**config.mk**
```make
export PLATFORM = sky130hd
export DESIGN_NAME = io_cmd_decoder
export DESIGN_NICKNAME = d
export VERILOG_FILES = /design/src/rtl/io_cmd_decoder_pkg.sv /design/src/rtl/io_cmd_decoder_if.sv /design/src/rtl/io_cmd_decoder_sync.sv /design/src/rtl/io_cmd_decoder.sv
export SDC_FILE = /design/constraint.sdc
export NUM_CORES = 1
export LEC_CHECK = 0
export BUFFER_PORTS_ARGS = -buffer_cell sky130_fd_sc_hd__clkbuf_2
export CORE_MARGIN = 2
export CORE_UTILIZATION = 52
export DETAILED_ROUTE_END_ITERATION = 10
export PLACE_DENSITY = 0.78
export REMOVE_ABC_BUFFERS = 1
export SKIP_CTS_REPAIR_TIMING = 1
export SLEW_MARGIN = 20
export SYNTH_ARGS = -nofsm -noshare
export SYNTH_HDL_FRONTEND = slang
export SYNTH_SLANG_ARGS = --single-unit
```
**constraint.sdc**
```tcl
create_clock -name i_sys_clk -period 1.9 [get_ports i_sys_clk]
set_input_delay 0.095 -clock i_sys_clk [delete_from_list [all_inputs] [get_ports i_sys_clk]]
set_output_delay 0.095 -clock i_sys_clk [all_outputs]
set_load 0.01 [all_outputs]
```
**src/rtl/io_cmd_decoder_pkg.sv**
```systemverilog
// Shared definitions for the SPI command decoder: command byte layout, direction codes, FSM states.
package io_cmd_pkg;

  localparam int N_MOD_DEF = 4;

  localparam logic DIR_READ  = 1'b0;
  localparam logic DIR_WRITE = 1'b1;

  // Command byte, MSB first: dir | module select | ioc
  typedef struct packed {
    logic       dir;
    logic [1:0] sel;
    logic [4:0] ioc;
  } cmd_t;

  typedef enum logic [2:0] {
    ST_IDLE,
    ST_CMD,
    ST_FETCH,
    ST_WAIT,
    ST_DATA,
    ST_DONE
  } state_t;

endpackage

```
**src/rtl/io_cmd_decoder_if.sv**
```systemverilog
// Raw SPI host pins; the host drives through master, the device front-end samples through slave.
interface io_cmd_decoder_if;
  logic sck;
  logic cs_n;
  logic mosi;

  modport master (output sck, output cs_n, output mosi);
  modport slave  (input  sck, input  cs_n, input  mosi);
endinterface

```
**src/rtl/io_cmd_decoder_sync.sv**
```systemverilog
// Brings asynchronous SPI pins into the system clock domain: 2-flop sync plus edge pulses.
// Fixed 2-cycle sync delay; no backpressure. Flops reset low so a CS_n held low never looks like a falling edge.
module spi_pin_sync (
  input  logic                   i_clk,
  input  logic                   i_reset,
  io_cmd_decoder_if.slave        pins,
  output logic                   o_sck_rise,
  output logic                   o_sck_fall,
  output logic                   o_cs_rise,
  output logic                   o_cs_fall,
  output logic                   o_mosi
);

  logic [2:0] r_sck;
  logic [2:0] r_cs_n;
  logic [1:0] r_mosi;

  always_ff @(posedge i_clk) begin
    if (i_reset) begin
      r_sck  <= '0;
      r_cs_n <= '0;
      r_mosi <= '0;
    end else begin
      r_sck  <= {r_sck[1:0], pins.sck};
      r_cs_n <= {r_cs_n[1:0], pins.cs_n};
      r_mosi <= {r_mosi[0], pins.mosi};
    end
  end

  assign o_sck_rise = r_sck[1] & ~r_sck[2];
  assign o_sck_fall = ~r_sck[1] & r_sck[2];
  assign o_cs_rise  = r_cs_n[1] & ~r_cs_n[2];
  assign o_cs_fall  = ~r_cs_n[1] & r_cs_n[2];
  assign o_mosi     = r_mosi[1];

endmodule

```
**src/rtl/io_cmd_decoder.sv**
```systemverilog
// SPI command front-end: decodes byte0 into select/ioc/dir, drives cs/fetch/load strobes, returns read data on MISO.
// cs and fetch 1 cycle after the 8th detected SCK rise; load/data 1 cycle after the 16th; no backpressure.
module io_cmd_decoder
  import io_cmd_pkg::*;
#(
  parameter int N_MOD = N_MOD_DEF
) (
  input  logic               i_sys_clk,
  input  logic               i_reset,
  input  logic               i_spi_sck,
  input  logic               i_spi_cs_n,
  input  logic               i_spi_mosi,
  output logic               o_spi_miso,
  output logic [4:0]         o_ioc,
  output logic [7:0]         o_data,
  output logic [N_MOD-1:0]   o_cs,
  output logic               o_fetch_cmd,
  output logic               o_load_cmd,
  input  logic [8*N_MOD-1:0] i_mod_data,
  output logic               o_busy
);

  io_cmd_decoder_if u_pins ();
  assign u_pins.sck  = i_spi_sck;
  assign u_pins.cs_n = i_spi_cs_n;
  assign u_pins.mosi = i_spi_mosi;

  logic w_sck_rise, w_sck_fall, w_cs_rise, w_cs_fall, w_mosi;

  spi_pin_sync u_sync (
    .i_clk      (i_sys_clk),
    .i_reset    (i_reset),
    .pins       (u_pins),
    .o_sck_rise (w_sck_rise),
    .o_sck_fall (w_sck_fall),
    .o_cs_rise  (w_cs_rise),
    .o_cs_fall  (w_cs_fall),
    .o_mosi     (w_mosi)
  );

  state_t           r_state, w_next_state;
  logic [2:0]       r_bit_cnt;
  logic [6:0]       r_shift;
  logic [7:0]       w_shift_nxt;
  cmd_t             w_cmd;
  logic             w_byte_done, w_latch_cmd, w_load;
  logic             r_dir;
  logic [1:0]       r_sel;
  logic [4:0]       r_ioc;
  logic [7:0]       r_data;
  logic [N_MOD-1:0] r_cs, w_cs_onehot;
  logic             r_load;
  logic [7:0]       r_miso_sr;
  logic             r_miso;
  logic [7:0]       w_rd_byte;

  assign w_shift_nxt = {r_shift, w_mosi};
  assign w_cmd       = w_shift_nxt;
  assign w_byte_done = w_sck_rise && (r_bit_cnt == 3'd7);
  assign w_cs_onehot = N_MOD'(1) << w_cmd.sel;
  assign w_rd_byte   = i_mod_data[{r_sel, 3'b000} +: 8];

  always_ff @(posedge i_sys_clk) begin
    if (i_reset) r_state <= ST_IDLE;
    else         r_state <= w_next_state;
  end

  // A CS_n rise overrides anything else happening in the same cycle.
  always_comb begin
    w_next_state = r_state;
    w_latch_cmd  = 1'b0;
    w_load       = 1'b0;
    if (w_cs_rise) begin
      w_next_state = ST_IDLE;
    end else begin
      case (r_state)
        ST_IDLE:  if (w_cs_fall) w_next_state = ST_CMD;
        ST_CMD: begin
          if (w_byte_done) begin
            w_latch_cmd  = 1'b1;
            w_next_state = (w_cmd.dir == DIR_WRITE) ? ST_DATA : ST_FETCH;
          end
        end
        ST_FETCH: w_next_state = ST_WAIT;
        ST_WAIT:  w_next_state = ST_DATA;
        ST_DATA: begin
          if (w_byte_done) begin
            w_load       = (r_dir == DIR_WRITE);
            w_next_state = ST_DONE;
          end
        end
        ST_DONE:  w_next_state = ST_DONE;
        default:  w_next_state = ST_IDLE;
      endcase
    end
  end

  always_ff @(posedge i_sys_clk) begin
    if (i_reset) begin
      r_bit_cnt <= '0;
      r_shift   <= '0;
      r_dir     <= DIR_READ;
      r_sel     <= '0;
      r_ioc     <= '0;
      r_data    <= '0;
      r_cs      <= '0;
      r_load    <= 1'b0;
      r_miso_sr <= '0;
      r_miso    <= 1'b0;
    end else begin
      r_load <= w_load;

      if (r_state == ST_IDLE) begin
        r_bit_cnt <= '0;
      end else if (w_sck_rise && !w_cs_rise && (r_state == ST_CMD || r_state == ST_DATA)) begin
        r_shift   <= w_shift_nxt[6:0];
        r_bit_cnt <= r_bit_cnt + 3'd1;
      end

      if (w_next_state == ST_IDLE) begin
        r_cs <= '0;
      end else if (w_latch_cmd) begin
        r_cs  <= w_cs_onehot;
        r_ioc <= w_cmd.ioc;
        r_sel <= w_cmd.sel;
        r_dir <= w_cmd.dir;
      end

      if (w_load) r_data <= w_shift_nxt;

      // Writes never load the shifter, so MISO stays low for them.
      if (w_latch_cmd)                            r_miso_sr <= '0;
      else if (r_state == ST_WAIT)                r_miso_sr <= w_rd_byte;
      else if (r_state == ST_DATA && w_sck_fall)  r_miso_sr <= {r_miso_sr[6:0], 1'b0};

      if (w_next_state != ST_DATA) r_miso <= 1'b0;
      else if (w_sck_fall)         r_miso <= r_miso_sr[7];
    end
  end

  assign o_spi_miso  = r_miso;
  assign o_ioc       = r_ioc;
  assign o_data      = r_data;
  assign o_cs        = r_cs;
  assign o_fetch_cmd = (r_state == ST_FETCH);
  assign o_load_cmd  = r_load;
  assign o_busy      = (r_state != ST_IDLE);

endmodule

```
======== Yosys cells after proc, flatten, opt, wreduce, memory -nomap -nowiden ========
Cells that the tools add are included.
W data, S select, Z words.
storage, ports and cells
  output and inout bits ................... 21
  flip-flop bits (word level) ............. 51
cells by class
  add/sub/neg operators ................... 1
  equal/unequal tests ..................... 7
  mux-type cells .......................... 14
  bitwise gates (word level) .............. 10
  reduce and logical (&&, ||, !) cells .... 16
  shift-type cells ........................ 2
operators by type and width
  kind                   number
  $shiftx A32 B6 Y8      1
  $pmux W3 S6            1
  $mux W8                2
  $mux W3                5
  $eq A3 B3 Y1 const B   3
  $reduce_or A2 Y1       4
  $eq A3 B2 Y1 const B   2
  $logic_not A3 Y1       2
  $mux W1                6
  $not A1 Y1             6
  $and A1 B1 Y1          4
  $logic_and A1 B1 Y1    4
  $reduce_and A2 Y1      2
  $shl A1 B2 Y4 const A  1
  $add A3 B1 Y3 const B  1
  $eq A3 B1 Y1 const B   1
  $ne A3 B3 Y1 const B   1
  $reduce_bool A3 Y1     1
  $reduce_bool A2 Y1     1
  $logic_not A1 Y1       1
  $logic_or A1 B1 Y1     1

======== Logic depth before layout (Yosys ltp) ========
Gate-level depths: netlist of the first run.
  depth in word-level cells ............... 9
  gate-level depth with buffers ........... 7
  depth with buffers taken out ............ 6

======== Cells and area by module ========
From an unflattened synthesis of the first run, not the netlist that was laid out.
second synthesis, totals
  cells, all modules ...................... 238
  area total of the unflattened synthesis .. 2293.4 um^2
by module, submodules not included
  module          area an instance (um^2)  cells each  seq. area each (um^2)  instances
  io_cmd_decoder  2058.2                   218         860.8                  1
  spi_pin_sync    235.2                    20          160.2                  1

======== Worst setup path after synthesis of the first run ========
OpenSTA, ideal clock, no wires.
  path kind ............................... reg2reg
  start ................................... register r_bit_cnt[0]
  end ..................................... register r_sel[1]
  buffers on the path ..................... 1
  cell stages (with the launch flop) ...... 8
  data arrival time ....................... 1.571 ns
  setup slack ............................. 0.202 ns
  library setup time ...................... 0.128 ns
  cells stage by stage .................... dfxtp_1 ha_1 ha_1 nand3b_4 nor4_4 buf_6 mux2i_1 nor2_1
between the ends
  cells in the longest elaborated chain, start to end .. 8
RTL lines
  element                            line                                        source
  from (decl)                        io_cmd_decoder.sv:42                        logic [2:0] r_bit_cnt;
  from (signal assigned)             io_cmd_decoder.sv:117                       r_bit_cnt <= r_bit_cnt + 3'd1;
  $eq A3 B3 Y1 (*)                   io_cmd_decoder.sv:59                        assign w_byte_done = w_sck_rise && (r_bit_cnt == 3'd7);
  $logic_and A1 B1 Y1 (*)            io_cmd_decoder.sv:59
  $mux W3, on equally long branches  io_cmd_decoder.sv:87, io_cmd_decoder.sv:79
  $pmux W3 S6                        io_cmd_decoder.sv:76                        case (r_state)
  $mux W3                            io_cmd_decoder.sv:73                        if (w_cs_rise) begin
  $logic_not A3 Y1                   io_cmd_decoder.sv:120                       if (w_next_state == ST_IDLE) begin
  $not A1 Y1 (no line)               n/a
  $reduce_and A2 Y1 (no line) (*)    n/a
  to (signal assigned)               io_cmd_decoder.sv:125                       r_sel <= w_cmd.sel;
  to (decl)                          io_cmd_decoder.sv:48                        logic [1:0] r_sel;
Every way passes the cells marked *; elsewhere a longest branch is shown, timed or not.
A chain may end at the register's enable or synchronous reset.

======== Worst setup path after layout of the first run ========
  start ................................... register r_state[1]
  end ..................................... register r_miso_sr[2]
between the ends
  cells in the longest elaborated chain, start to end .. 4
RTL lines
  element                     line                   source
  from (decl)                 io_cmd_decoder.sv:41   state_t r_state, w_next_state;
  from (signal assigned)      io_cmd_decoder.sv:65   else r_state <= w_next_state;
  $eq A3 B1 Y1                io_cmd_decoder.sv:76
  $mux W1                     io_cmd_decoder.sv:76
  $mux W1                     io_cmd_decoder.sv:73
  $reduce_or A2 Y1 (no line)  n/a
  to (signal assigned)        io_cmd_decoder.sv:133  else if (r_state == ST_WAIT) r_miso_sr <= w_rd_byte;
  to (signal assigned)        io_cmd_decoder.sv:134  else if (r_state == ST_DATA && w_sck_fall) r_miso_sr <= {r_miso_sr[6:0], 1'b0};
  to (decl)                   io_cmd_decoder.sv:53   logic [7:0] r_miso_sr;
Several ways; a longest one is shown, not always the timed one.

==> impl_metrics.env, run 1 <==
export IMPL_outcome="finished with violations"
export IMPL_violations="hold timing"
export IMPL_clk_latency_ns=0.30
export IMPL_p_leak_nw=1.10
export IMPL_place_inst=314
export IMPL_critPathLaunchType="register"
export IMPL_clock_skew_ns=0.0101
export IMPL_synth_top_area_share_pct=43.7
export IMPL_maxCapViolCount=0
export IMPL_dp_hpwl_um=3290
export IMPL_cts_inserted_buffers=5
export IMPL_dr_pass1_iters=4
export IMPL_syn_inst=210
export IMPL_track_usage_pct=18.9
export IMPL_die_h_um=71.0
export IMPL_cp_slowest_cell="dfxtp_1"
export IMPL_ys_types=39
export IMPL_grtUsageMet3_pct=5.84
export IMPL_cpPeakStageDelay_ns=0.66
export IMPL_critPathLaunch="r_state[1]$_SDFF_PP0_"
export IMPL_relSlewSlack_pct=65.3
export IMPL_routedWlPerCell_um=13.7
export IMPL_crit_type="register to register"
export IMPL_design_area_um2=2760
export IMPL_peakVddDrop_mv=0.664
export IMPL_fmax_ghz=0.575
export IMPL_rows=24
export IMPL_setup_slack_ns=0.162
export IMPL_place_congestion=0.798
export IMPL_ctsLongestPathBuffers=2
export IMPL_min_path_type="primary input to register"
export IMPL_yosys_warnings=0
export IMPL_syn_to_final_growth_pct=18.1
export IMPL_start_util_pct=53.6
export IMPL_fin_crit_sh_pct=91.5
export IMPL_path_clk_slew_ns=0.09
export IMPL_vias=1703
export IMPL_fp_dieW_um=71.0
export IMPL_drive_gt1_share_pct=35.9
export IMPL_ys_async_sr_fraction_pct=0
export IMPL_grt_start_max_net_pins=34
export IMPL_synth_ff_type="dfxtp_1"
export IMPL_final_cells=322
export IMPL_first_iter_violations=82
export IMPL_pre_cts_slack_ns=0.166
export IMPL_synth_avg_cell_area_um2=11.1
export IMPL_antenna_cells=0
export IMPL_period_minus_slack_ns=1.74
export IMPL_cts_htree_levels=2
export IMPL_placement_io_buffers=57
export IMPL_grt_pass1_wl_um=7650
export IMPL_tritoncts="yes"
export IMPL_tightest_slew_ns=0.519
export IMPL_fillers=359
export IMPL_nets=308
export IMPL_setup_viol=0
export IMPL_hold_viol=1
export IMPL_synth_edf_count=0
export IMPL_clock_sinks=51
export IMPL_drv_slew=0
export IMPL_drc=0
export IMPL_yosysSeqAreaShare_pct=43.7
export IMPL_rsz0062_at_grt="no"
export IMPL_core_area_um2=4350
export IMPL_postPlaceCellArea_um2=2670
export IMPL_clockRootBuffer="clkbuf_8"
export IMPL_num_io_pins=58
export IMPL_wl_um=4420
export IMPL_worstPathMaxFanout=12
export IMPL_cp_arrival_ns=1.95
export IMPL_worstPathRequired_ns=2.11
export IMPL_grtUsageMet2_pct=30.6
export IMPL_top_usage_layer="met2"
export IMPL_syn_cell_area_um2=2330
export IMPL_grt_overflow=0
export IMPL_dieArea_um2=5040
export IMPL_grt_pass1_vias=1674
export IMPL_synthTopCellsByCount="51 x dfxtp_1, 40 x nor2_1, 32 x mux2i_1"
export IMPL_synth_most_common_cell="dfxtp_1"
export IMPL_crit_chain="and3b_1 -> mux2i_1 -> a211oi_1"
export IMPL_netlist_top_cells_area="dfxtp_1 44%, mux2i_1 14%, mux4_2 7.7%, nor2_1 6.4%, nor2b_1 2.9%"
export IMPL_powerDensity_nw_per_um2=645
export IMPL_p_total_mw=1.78
export IMPL_whs_ns=-0.00137
export IMPL_synth_seq_cells=51
export IMPL_ant_nets=0
export IMPL_hp_start="i_spi_sck"
export IMPL_avgViaCountPerCell=5.29
export IMPL_met1_usage_pct=24.5
export IMPL_r2r_start="r_state[1]$_SDFF_PP0_"
export IMPL_yosysTopAreaCell="dfxtp_1"
export IMPL_worst_setup_path_end_kind="register"
export IMPL_antenna_found_initial=0
[critical path, delay by kind of cell (launching register included)]
kind,cells,cell delay [ns]
DFF,1,0.66
and+or+nand+nor,1,0.54
AOI/OAI and AO/OA,1,0.28
muxes,1,0.17
[sequential cells by signal, indices dropped and copies added, names as in the netlist, 2 cells and up]
name / cells
o_data: 8
o_ioc: 5
r_shift: 7
r_bit_cnt: 3
r_miso_sr: 8
u_sync.r_mosi: 2
u_sync.r_sck: 3
u_sync.r_cs_n: 3
o_cs: 4
r_sel: 2
r_state: 3
[metal layers]
layer / vias to the layer above / wire [um]
li1: 854 / -
met4: 0 / 55
met5: - / 0
met3: 6 / 309
met1: 791 / 2000
met2: 52 / 2050
[path summary, 6_finish.rpt]
path / end / slack (ns) / cells past startpoint
worst max-delay path: r_miso_sr[2]$_SDFFE_PP0P_ / 0.16 / 3
worst min-delay path: u_sync.r_sck[0]$_SDFF_PP0_ / -0.001 / 2
worst max register to register: r_miso_sr[2]$_SDFFE_PP0P_ / 0.16 / 3
worst min register to register: u_sync.r_cs_n[1]$_SDFF_PP0_ / 0.44 / 1
[cell type report]
| type | count | area, um2 | share of cell area (%) |
|---|---|---|---|
| clock buffer | 6 | 72.6 | 2.63 |
| timing repair buffer | 67 | 364 | 13.2 |
| inverter | 1 | 3.75 | 0.136 |
| sequential | 51 | 1020 | 37.0 |
| clock inverter | 2 | 12.5 | 0.454 |
| tap | 52 | 65.1 | 2.36 |
| multi-input combinational | 143 | 1220 | 44.2 |
[where the power goes]
part | internal (mW) | switching [mW] | leakage (nW)
clock network | 0.258 | 0.350 | 0.0412
registers | 1.08 | 0.00574 | 0.412
logic | 0.0520 | 0.0388 | 0.643
[through the flow]
stage | TNS [ns] | util, %
after floorplan | -5.55 | -
after global placement | 0 | 61.3
after detailed placement | 0 | 61.3
after CTS | 0 | 63.2
after global routing | 0 | 63.3
final | 0 | 63.3
[cells by family after synthesis]
group,after synthesis,share of synthesized area (%)
flip-flops,51,43.7
XOR/XNOR,1,0.375
AO/OA/AOI/OAI,21,9.16
multiplexers,41,21.9
buffers and inverters,16,4.34
adder cells (fa/ha/maj),2,1.07
AND/OR/NAND/NOR,78,19.4
[cell usage in the layout, fill, tap and decap left out, drive strengths merged, types with 2 or more instances in the layout]
master	n
a2111oi	2
a211oi	8
a21oi	4
and3b	2
buf	10
clkbuf	63
dfxtp	51
ha	2
mux2i	32
mux4	8
nand2b	8
nand3b	5
nor2	40
nor2b	11
nor3	2
nor4	3
or2	3
Note: power is estimated with default switching activity, not from simulation.
==> inputs of run 2 (changes only) <==
PLACE_DENSITY = 0.88   (was 0.78)
==> run 2 against run 1 <==
- the run now ends clean
- via count decreased by 0.23%
- register-to-register slack got worse by 0.03 ns
- hold slack improved by 0.20 ns
- critical path depth unchanged
- clock skew decreased by 0.0026 ns
- combinational power increased by 7.3%
- largest cell class unchanged
- highest routed layer unchanged
==> impl_metrics.env, run 2 (synthesized netlist as in run 1, its figures left out) <==
export IMPL_outcome="complete, no violations"
export IMPL_pwr_share_clk_pct=34.3
export IMPL_peakVddDrop_mv=0.589
export IMPL_p_comb_share_pct=5.4
export IMPL_cts_inserted_buffers=5
export IMPL_first_iter_violations=49
export IMPL_final_cell_mix="57 x clkbuf_2, 51 x dfxtp_1, 40 x nor2_1"
export IMPL_syn_to_final_growth_pct=19.3
export IMPL_fin_crit_sh_pct=93.0
export IMPL_worstPathRequired_ns=2.07
export IMPL_path_clk_slew_ns=0.08
export IMPL_clock_skew_ns=0.00756
export IMPL_place_inst=312
export IMPL_num_io_pins=58
export IMPL_final_common_cell="clkbuf_2"
export IMPL_die_h_um=71.0
export IMPL_antenna_found_initial=0
export IMPL_fillers=354
export IMPL_pre_cts_slack_ns=0.151
export IMPL_multi_input_area_um2=1220
export IMPL_period_minus_slack_ns=1.77
export IMPL_p_int_mw=1.40
export IMPL_ant_nets=0
export IMPL_register_area_um2=1020
export IMPL_swShare_pct=22.1
export IMPL_p_leak_nw=1.10
export IMPL_ctsLongestPathBuffers=2
export IMPL_grt_pass1_vias=1652
export IMPL_drive_gt1_share_pct=35.1
export IMPL_min_path_type="primary input to register"
export IMPL_tritoncts="yes"
export IMPL_clock_sinks=51
export IMPL_hold_viol=0
export IMPL_rows=24
export IMPL_p_switching_uw=397
export IMPL_wl_um=4320
export IMPL_track_usage_pct=18.3
export IMPL_vias=1699
export IMPL_maxCapViolCount=0
export IMPL_relSlewSlack_pct=60.9
export IMPL_seq_power_share_pct=60.3
export IMPL_grt_pass1_wl_um=7280
export IMPL_whs_ns=0.194
export IMPL_p_total_mw=1.79
export IMPL_place_congestion=0.793
export IMPL_placement_io_buffers=57
export IMPL_cts_htree_levels=2
export IMPL_final_cells=323
export IMPL_routedWlPerCell_um=13.4
export IMPL_antenna_cells=0
export IMPL_setup_viol=0
export IMPL_powerDensity_nw_per_um2=644
export IMPL_start_util_pct=53.6
export IMPL_fp_dieW_um=71.0
export IMPL_rsz0062_at_grt="no"
export IMPL_grt_start_max_net_pins=22
export IMPL_worst_setup_path_end_kind="register"
export IMPL_tightest_slew_ns=0.586
export IMPL_critPathLaunchType="register"
export IMPL_grt_overflow=0
export IMPL_drc=0
export IMPL_cp_arrival_ns=1.93
export IMPL_clockRootBuffer="clkbuf_8"
export IMPL_worstPathMaxFanout=13
export IMPL_dieArea_um2=5040
export IMPL_dr_pass1_iters=4
export IMPL_crit_type="register to register"
export IMPL_clk_latency_ns=0.30
export IMPL_nets=309
export IMPL_avgViaCountPerCell=5.26
export IMPL_dp_hpwl_um=3330
export IMPL_core_area_um2=4350
export IMPL_drv_slew=0
export IMPL_fmax_ghz=0.566
export IMPL_setup_slack_ns=0.133
## run 2: cell types whose count changed in the layout (fill, tap and decap cells not counted)
cell,before,now
buf_12,0,1
buf_4,9,7
buf_6,1,0
clkinv_2,1,0
dlygate4sd3_1,0,3
inv_6,0,1
## run 2: routing by layer
metal | up-vias | track usage [%] | routed length, um
li1 | 858 | - | -
met1 | 782 | 22.2 | 1930
met2 | 53 | 31.7 | 2050
met3 | 6 | 4.84 | 287
met4 | 0 | 5.66 | 55
met5 | - | 0 | 0
## run 2: final cells by class
cell class / count / share of cell area (%)
clock buffer: 6 / 2.61
clock inverter: 2 / 0.584
inverter: 1 / 0.135
multi-input combinational: 143 / 43.8
sequential: 51 / 36.7
tap: 52 / 2.34
timing repair buffer: 68 / 13.9
## run 2: worst max-delay path: stages (launching register included)
cell and delay [ns]:
dfxtp_1 0.70, and3b_1 0.53, mux2i_1 0.31, a211oi_2 0.09
## run 2: stage by stage
step / instance area [um2] / util (%) / TNS, ns
floorplan: 2240 / - / -5.55
global placement: 2670 / 61.2 / 0
detailed placement: 2670 / 61.2 / 0
CTS: 2760 / 63.3 / 0
global route: 2790 / 64.0 / 0
finish: 2790 / 64.0 / 0
## run 2: power by group through the flow
| stage | clock network [mW] | registers, mW | logic, mW |
|---|---|---|---|
| 2_1_floorplan | 0 | 1.11 | 0.0385 |
| 3_3_place_gp | 0 | 1.11 | 0.0914 |
| 3_5_place_dp | 0 | 1.11 | 0.0940 |
| 4_1_cts | 0.636 | 1.08 | 0.0944 |
| 5_1_grt | 0.681 | 1.08 | 0.108 |
| 6_report | 0.615 | 1.08 | 0.0975 |
## run 2: path summary, 6_finish.rpt
kind | from | endpoint | slack (ns) | cells past startpoint
min | i_reset | r_state[1]$_SDFF_PP0_ | 0.19 | 3
max | r_state[1]$_SDFF_PP0_ | r_miso_sr[6]$_SDFFE_PP0P_ | 0.13 | 3
max reg2reg | r_state[1]$_SDFF_PP0_ | r_miso_sr[6]$_SDFFE_PP0P_ | 0.13 | 3
min reg2reg | u_sync.r_sck[0]$_SDFF_PP0_ | u_sync.r_sck[1]$_SDFF_PP0_ | 0.44 | 1
